$ cat src/rtl/systolic_drain.sv
// Collects the N result lanes of the systolic array into per-lane FIFOs and
// serializes them row-major onto one valid/ready stream tagged with (row, col).
module systolic_drain #(
    parameter int D_W        = 8,
    parameter int N          = 3,
    parameter int M          = 6,
    parameter int FIFO_DEPTH = 6
) (
    input  logic                 clk,
    input  logic                 rst,
    input  logic [N*2*D_W-1:0]   m2,
    input  logic [N-1:0]         valid_m2,
    output logic [2*D_W-1:0]     out_data,
    output logic [$clog2(M)-1:0] out_row,
    output logic [$clog2(M)-1:0] out_col,
    output logic                 out_valid,
    input  logic                 out_ready,
    output logic                 tile_done,
    output logic                 matrix_done,
    output logic [N-1:0]         overflow,
    input  logic                 flag_clr
);
    localparam int DW2 = 2 * D_W;
    localparam int RW  = $clog2(M);
    localparam int SW  = (N > 1) ? $clog2(N) : 1;
    localparam int T   = M / N;
    localparam int TW  = (T > 1) ? $clog2(T) : 1;
    localparam int PW  = (FIFO_DEPTH > 1) ? $clog2(FIFO_DEPTH) : 1;
    localparam int CW  = $clog2(FIFO_DEPTH + 1);

    typedef enum logic [1:0] {IDLE = 2'd0, DRAIN = 2'd1, DONE = 2'd2} state_t;

    state_t          state_reg, state_next;
    logic [SW-1:0]   sel_reg;
    logic [RW-1:0]   col_reg;
    logic [TW-1:0]   tile_reg;
    logic            last_pend_reg;
    logic            drain_en;
    logic            load;
    logic [RW-1:0]   row_calc;
    logic [N-1:0]    pop;
    logic [N-1:0]    nonempty;
    logic [N-1:0]    drop;
    logic [N-1:0]    overflow_next;
    logic [DW2-1:0]  head [N];

    generate
        for (genvar gi = 0; gi < N; gi++) begin : g_lane
            logic [DW2-1:0] mem [FIFO_DEPTH];
            logic [PW-1:0]  wr_ptr_reg, rd_ptr_reg;
            logic [CW-1:0]  count_reg;
            logic           accept;

            // A full FIFO still accepts when its head leaves in the same cycle.
            assign accept = valid_m2[gi] && ((count_reg != CW'(FIFO_DEPTH)) || pop[gi]);
            assign drop[gi] = valid_m2[gi] && !accept;
            assign nonempty[gi] = (count_reg != '0);
            assign head[gi] = mem[rd_ptr_reg];
            assign pop[gi] = load && (sel_reg == SW'(gi));
            assign overflow_next[gi] = drop[gi] | (overflow[gi] & ~flag_clr);

            always_ff @(posedge clk) begin
                if (accept) begin
                    mem[wr_ptr_reg] <= m2[gi*DW2 +: DW2];
                end
            end

            always_ff @(posedge clk or negedge rst) begin
                if (!rst) begin
                    wr_ptr_reg <= '0;
                    rd_ptr_reg <= '0;
                    count_reg  <= '0;
                end else begin
                    if (accept) begin
                        wr_ptr_reg <= (wr_ptr_reg == PW'(FIFO_DEPTH - 1)) ? '0 : wr_ptr_reg + PW'(1);
                    end
                    if (pop[gi]) begin
                        rd_ptr_reg <= (rd_ptr_reg == PW'(FIFO_DEPTH - 1)) ? '0 : rd_ptr_reg + PW'(1);
                    end
                    if (accept && !pop[gi]) begin
                        count_reg <= count_reg + CW'(1);
                    end else if (!accept && pop[gi]) begin
                        count_reg <= count_reg - CW'(1);
                    end
                end
            end
        end
    endgenerate

    always_ff @(posedge clk or negedge rst) begin
        if (!rst) begin
            overflow <= '0;
        end else begin
            overflow <= overflow_next;
        end
    end

    // Once the tile's final word sits in the output register, stop popping
    // until it transfers so the next tile's lane-0 words are not taken early.
    assign load = drain_en && !last_pend_reg && (!out_valid || out_ready) && nonempty[sel_reg];
    assign row_calc = RW'(tile_reg) * RW'(N) + RW'(sel_reg);

    always_ff @(posedge clk or negedge rst) begin
        if (!rst) begin
            state_reg <= IDLE;
        end else begin
            state_reg <= state_next;
        end
    end

    always_comb begin
        state_next = state_reg;
        case (state_reg)
            IDLE:    if (nonempty[0]) state_next = DRAIN;
            DRAIN:   if (last_pend_reg && out_valid && out_ready) state_next = DONE;
            DONE:    state_next = IDLE;
            default: state_next = IDLE;
        endcase
    end

    always_comb begin
        drain_en    = 1'b0;
        tile_done   = 1'b0;
        matrix_done = 1'b0;
        case (state_reg)
            DRAIN: drain_en = 1'b1;
            DONE: begin
                tile_done   = 1'b1;
                matrix_done = (tile_reg == TW'(T - 1));
            end
            default: ;
        endcase
    end

    always_ff @(posedge clk or negedge rst) begin
        if (!rst) begin
            sel_reg       <= '0;
            col_reg       <= '0;
            tile_reg      <= '0;
            last_pend_reg <= 1'b0;
        end else begin
            if (load) begin
                if (col_reg == RW'(M - 1)) begin
                    col_reg <= '0;
                    sel_reg <= (sel_reg == SW'(N - 1)) ? '0 : sel_reg + SW'(1);
                    if (sel_reg == SW'(N - 1)) begin
                        last_pend_reg <= 1'b1;
                    end
                end else begin
                    col_reg <= col_reg + RW'(1);
                end
            end
            if (tile_done) begin
                last_pend_reg <= 1'b0;
                tile_reg      <= (tile_reg == TW'(T - 1)) ? '0 : tile_reg + TW'(1);
            end
        end
    end

    always_ff @(posedge clk or negedge rst) begin
        if (!rst) begin
            out_valid <= 1'b0;
            out_data  <= '0;
            out_row   <= '0;
            out_col   <= '0;
        end else if (load) begin
            out_valid <= 1'b1;
            out_data  <= head[sel_reg];
            out_row   <= row_calc;
            out_col   <= col_reg;
        end else if (out_ready) begin
            out_valid <= 1'b0;
        end
    end
endmodule
$ cat config.mk
export PLATFORM = sky130hd
export DESIGN_NAME = systolic_drain
export DESIGN_NICKNAME = d
export VERILOG_FILES = /design/src/rtl/systolic_drain.sv
export SDC_FILE = /design/constraint.sdc
export NUM_CORES = 1
export LEC_CHECK = 0
export CAP_MARGIN = 20
export CORE_MARGIN = 8
export CORE_UTILIZATION = 30
export CTS_CLUSTER_SIZE = 12
export DETAILED_ROUTE_END_ITERATION = 8
export PLACE_DENSITY_LB_ADDON = 0.1
export SKIP_LAST_GASP = 1
export SLEW_MARGIN = 20
export SYNTH_ARGS = -nofsm -noshare
export SYNTH_HDL_FRONTEND = slang
export SYNTH_SLANG_ARGS = --single-unit
$ cat constraint.sdc
create_clock -name clk -period 5.4 [get_ports clk]
set_input_delay 1.08 -clock clk [delete_from_list [all_inputs] [get_ports clk]]
set_output_delay 1.08 -clock clk [all_outputs]
set_load 0.01 [all_outputs]
==> results of run 1 <==
==> cell usage in the layout, fill, tap and decap left out, types with 12 or more instances in the layout <==
cell             count
buf_4               19
o22ai_1             48
clkbuf_1            12
nor4_1              13
nand2_1             35
inv_1               12
clkdlybuf4s50_1     81
edfxtp_1           288
o21ai_0             15
mux2i_1            138
o22a_1              13
dfrtp_1             59
clkbuf_16           43
mux2_2              12
nor2_1              75
==> cell families (layout without fill, tap and decap cells) <==
| group | count (synthesis) | count (layout) | synth area share |
|---|---|---|---|
| muxes | 155 | 155 | 0.116 |
| AOI/OAI and AO/OA | 94 | 94 | 0.0450 |
| buffers and inverters | 52 | 187 | 0.0162 |
| and+or+nand+nor | 178 | 178 | 0.0674 |
| xor gates and xnor gates | 17 | 17 | 0.0107 |
| adders and majority gates | 8 | 8 | 0.00938 |
| other | 0 | 1 | 0 |
| DFF | 350 | 350 | 0.735 |
==> layout make-up <==
cell class | instances | area (µm²)
multi-input combinational | 452 | 3520
timing repair buffer | 100 | 953
sequential | 350 | 10200
fill | 4446 | 29300
clock buffer | 57 | 1150
antenna | 1 | 2.50
clock inverter | 16 | 125
tap | 607 | 759
inverter | 14 | 62.6
==> worst max-delay path, cell delays in order <==
cell,delay [ps]
clkdlybuf4s50_1,500
nor2b_1,110
nor4_2,460
nor3_1,130
nand2b_4,190
clkinv_4,80
and4b_1,810
==> routing by layer <==
metal  vias up  track usage  share of wire
li1       3493            -              -
met5         -            0        0.00039
met3        50       0.0308          0.045
met4         2       0.0303          0.017
met2       123        0.193           0.45
met1      3793        0.176           0.49
==> path summary, 6_finish.rpt <==
| check | endpoint | startpoint | depth (start not counted) |
|---|---|---|---|
| setup / recovery | g_lane[0].mem[3][1] | out_ready | 7 |
| hold / removal | out_row[2] | out_row[2] | 2 |
| setup reg to reg | g_lane[0].mem[3][1] | state_reg[1] | 6 |
| hold reg to reg | out_row[2] | out_row[2] | 2 |
| max in group asynchronous | g_lane[1].rd_ptr_reg[1] | rst | 1 |
| min in group asynchronous | g_lane[0].wr_ptr_reg[0] | rst | 1 |
==> through the flow <==
step	instance area [µm²]	hold WS, ps	std cells
after global placement	15500	459	1523
final	16800	470	1597
after floorplan	13900	463	854
after CTS	16800	476	1596
after global routing	16800	500	1596
after detailed placement	15500	462	1523
==> power groups by stage <==
stage	Sequential, mW	Clock [mW]	Combinational (mW)
finish	3.56	2.62	0.736
global route	3.60	2.81	0.818
CTS	3.56	2.71	0.763
detailed placement	3.61	0	0.762
global placement	3.61	0	0.753
floorplan	3.56	0	0.438
==> flow_metrics.tcl, run 1 <==
set metrics [dict create \
    drive_above_1_share 0.123 \
    hold_class "reg -> reg" \
    clock.fmax_mhz 314 \
    cp.required_ps 5570 \
    dr.pass1.iters 4 \
    crit_fanout 17 \
    grt_max_degree 63 \
    die_w_um 231 \
    largest-register "g_lane.mem" \
    clkTransAtPathRegs_ps 60 \
    h-tree-depth 2 \
    grt_overflow 0 \
    status "completed" \
    tns_ps 0 \
    synth_common_cells "edfxtp_1 (288), mux2i_1 (138), nor2_1 (75)" \
    nets 1022 \
    cts_hold_buf 0 \
    synthTopCellsByArea "edfxtp_1 (62%), dfrtp_1 (11%), mux2i_1 (10%)" \
    wl_um 33400 \
    relSlewSlack 0.319 \
    worstSetupStartpointType "input port" \
    cts_buffers 41 \
    area_growth_pct 20.9 \
    vias 7461 \
    hpwl_um 21800 \
    pwr-share-comb 0.106 \
    grt_pass1_vias 7629 \
    top_regs "g_lane.mem x288, out_data x16" \
    wl_per_cell_um 20.9 \
    ant_nets 0 \
    fp.dieH_um 231 \
    drtIter0Drc 384 \
    drv_cap 0 \
    critPathCaptureType "flop" \
    io_pins 83 \
    yosysMostFrequentCell "edfxtp_1" \
    postSynthAreaPerCell_um2 16.3 \
    maxSlewViolCount 0 \
    yosys.area.top_type "edfxtp_1" \
    p_int_mw 5.23 \
    synth-edff-count 288 \
    p_switching_mw 1.69 \
    start_util 0.301 \
    finClkSkew_ps 16.2 \
    setup_slack_ps 2210 \
    core-area_mm2 0.0461 \
    ir_worst_vdd_uv 231 \
    die_area_mm2 0.0534 \
    yosysSeqAreaShare 0.735 \
    swShare 0.244 \
    hold_viol 0 \
    worstMarginPinSlew_ps 1020 \
    synth_nets 917 \
    ys_warn_count 0 \
    drc 0 \
    pre_cts_slack_ps 1620 \
    rows 79 \
    rsz0062_at_grt "no" \
    rrSetupSlack_ps 2500 \
    p_leak_nw 5.96 \
    fin_crit_sh 0.590 \
    path_class "in -> reg" \
    power_mw 6.92 \
    clock_power_share 0.379 \
    fin_util 0.364 \
    grt_pass1_wl_um 50100 \
    setup_violations 0 \
    power_density_mw_per_mm2 412 \
    port_buffers 82 \
    largest_reg_flops 288 \
    post-cts-setup-buffers 0 \
    grt_usage 0.125 \
    clock_latency_ps 550 \
    yosysTopAreaCellShare 0.623 \
    synth_area_mm2 0.0139 \
    antenna_found_initial 2 \
    clock_path_buffers 3 \
    cts_root_buf "clkbuf_16" \
    dominantRegCellSynth "edfxtp_1" \
    cts_tree "done" \
    post_synth_num_cell_types 52 \
    synth-seq-cells 350 \
    synthArstFlopShare 0.177 \
    gp_congestion 0.706 \
    crit_arrival_ps 3360 \
    syn_inst 854 \
    ctsResizeCount 0 \
    pwr-share-seq 0.514 \
    period_needed_ps 3190 \
    vias_per_cell 4.67 \
    cts.sinks 350 \
]
Power figures use the tool's default switching activity.
==> run 2, diff against run 1 <==
==> constraint.sdc (replaced) <==
create_clock -name clk -period 2.8 [get_ports clk]
set_input_delay 0.56 -clock clk [delete_from_list [all_inputs] [get_ports clk]]
set_output_delay 0.56 -clock clk [all_outputs]
set_load 0.01 [all_outputs]
==> run 2 against run 1 <==
Net effect:
- clock power up 84%
- largest power group unchanged
- cell count up 3.6%
- non-clock buffer count up 59
- largest cell class unchanged
- highest routed layer unchanged
==> flow_metrics.tcl, run 2 (synthesis results as in run 1) <==
set metrics [dict create \
    status "completed" \
    crit_chain "buf_4 -> nand2b_1 -> inv_1 -> and2_1 -> clkdlybuf4s50_1" \
    ir_worst_vdd_uv 407 \
    grt_max_degree 63 \
    final_cell_mix "edfxtp_1 (288), mux2i_1 (138), clkdlybuf4s50_1 (81)" \
    grt_pass1_vias 8111 \
    drtIter0Drc 379 \
    clock_power_share 0.360 \
    setup_violations 0 \
    worstSetupStartpointType "flop" \
    p_int_mw 10.1 \
    p_leak_nw 6.29 \
    final_common_cell "edfxtp_1" \
    die_area_mm2 0.0534 \
    rsz0062_at_grt "no" \
    period_needed_ps 2560 \
    tns_ps 0 \
    clock_path_buffers 3 \
    hpwl_um 22800 \
    maxSlewViolCount 0 \
    grt_pass1_wl_um 51700 \
    n_antenna_cell 0 \
    critPathCaptureType "primary output" \
    cts_root_buf "clkbuf_16" \
    dpl-instance-area_mm2 0.0162 \
    grt_overflow 0 \
    h-tree-depth 2 \
    cp_slowest_stage_delay_ps 530 \
    ctsResizeCount 0 \
    start_util 0.301 \
    hold_class "in -> async" \
    power_density_mw_per_mm2 770 \
    nets 1081 \
    fillers 4353 \
    vias_per_cell 4.60 \
    port_buffers 82 \
    clock_latency_ps 550 \
    drc 0 \
    pre_cts_slack_ps -160 \
    grt_usage 0.128 \
    largest_reg_flops 288 \
    pwr-share-seq 0.513 \
    vias 7616 \
    setup_slack_ps 241 \
    largest-register "g_lane.mem" \
    finClkSkew_ps 18.5 \
    drv_cap 0 \
    cpMaxStageDelayCell "clkdlybuf4s50_1" \
    swShare 0.250 \
    relSlewSlack 0.411 \
    wl_per_cell_um 20.5 \
    crit_fanout 5 \
    fin_util 0.378 \
    antenna_found_initial 2 \
    cts_buffers 41 \
    wl_um 33900 \
    die_w_um 231 \
    post-cts-setup-buffers 0 \
    fp.dieH_um 231 \
    clkTransAtPathRegs_ps 60 \
    dr.pass1.iters 4 \
    gp_congestion 0.715 \
    cts_tree "done" \
    cp.required_ps 2240 \
    area_growth_pct 25.5 \
    io_pins 83 \
    crit_arrival_ps 2000 \
    design_area_mm2 0.0174 \
    ant_nets 0 \
    fin_crit_sh 0.914 \
    cts_hold_buf 0 \
    p_switching_mw 3.35 \
    pwr-share-comb 0.126 \
    cts.sinks 350 \
    hold_viol 0 \
    rows 79 \
    top_regs "g_lane.mem x288, out_data x16" \
    path_class "reg -> out" \
    worstMarginPinSlew_ps 884 \
    drive_above_1_share 0.171 \
    clock.fmax_mhz 391 \
    core-area_mm2 0.0461 \
]
==> run 2: cell types whose count changed in the layout (fill, tap and decap cells not counted), sizes merged <==
cell,before,now
clkbuf,57,53
clkinv,15,18
bufinv,2,0
buf,19,78
clkinvlp,0,2
diode,1,0
==> run 2: path summary, 6_finish.rpt <==
check / to / slack (ps) / cells after the start / start
setup / recovery: matrix_done / 240 / 5 / state_reg[0]
hold / removal: overflow[0] / 130 / 1 / rst
setup reg to reg: g_lane[0].count_reg[2] / 240 / 11 / state_reg[1]
hold reg to reg: out_col[0] / 480 / 2 / out_col[0]
max in group asynchronous: g_lane[0].rd_ptr_reg[0] / 2040 / 1 / rst
min in group clk: out_col[0] / 480 / 2 / out_col[0]
==> run 2: power groups by stage <==
stage,combinational [mW],clock (mW),sequential [mW]
after detailed placement,1.74,0,7.00
after global routing,1.88,5.19,6.97
after floorplan,0.869,0,6.89
after global placement,1.72,0,6.99
final,1.69,4.83,6.89
after CTS,1.75,5.00,6.89
==> run 2: cell type report <==
type                            count  area, µm²  share of cell area
Tap cell                          607        759              0.0436
Timing Repair Buffer              159       1610              0.0924
Inverter                           14       62.6             0.00359
Multi-Input combinational cell    452       3580               0.206
Clock inverter                     19       91.3             0.00524
Sequential cell                   350      10200               0.586
Clock buffer                       53       1110              0.0639
==> run 2: per-layer routing <==
metal | up-vias | GRT usage | share of wire
li1 | 3613 | - | -
met1 | 3817 | 0.175 | 0.48
met2 | 138 | 0.203 | 0.46
met3 | 46 | 0.0301 | 0.043
met4 | 2 | 0.0315 | 0.018
met5 | - | 0 | 0.00038
==> run 2: stage by stage <==
stage	hold WS [ps]	total power [mW]	std cells
2_1_floorplan	264	7.76	854
3_3_place_gp	463	8.71	1582
3_5_place_dp	465	8.74	1582
4_1_cts	167	13.6	1654
5_1_grt	194	14.0	1654
6_report	130	13.4	1654
==> run 2: critical path: cells and delay by family, from the launching register on <==
kind	cells	cell delay, ps
simple gates	2	300
flops	1	380
buf+inv	3	770
==> run 3, diff against run 2 <==
--- a/config.mk
+++ b/config.mk
@@ -5,7 +5,7 @@
 export SDC_FILE = /design/constraint.sdc
 export NUM_CORES = 1
 export LEC_CHECK = 0
-export CAP_MARGIN = 20
+export CAP_MARGIN = 25
 export CORE_MARGIN = 8
 export CORE_UTILIZATION = 30
 export CTS_CLUSTER_SIZE = 12
==> results of run 3 <==
No change in the layout: final DEF, timing and power equal those of run 2.
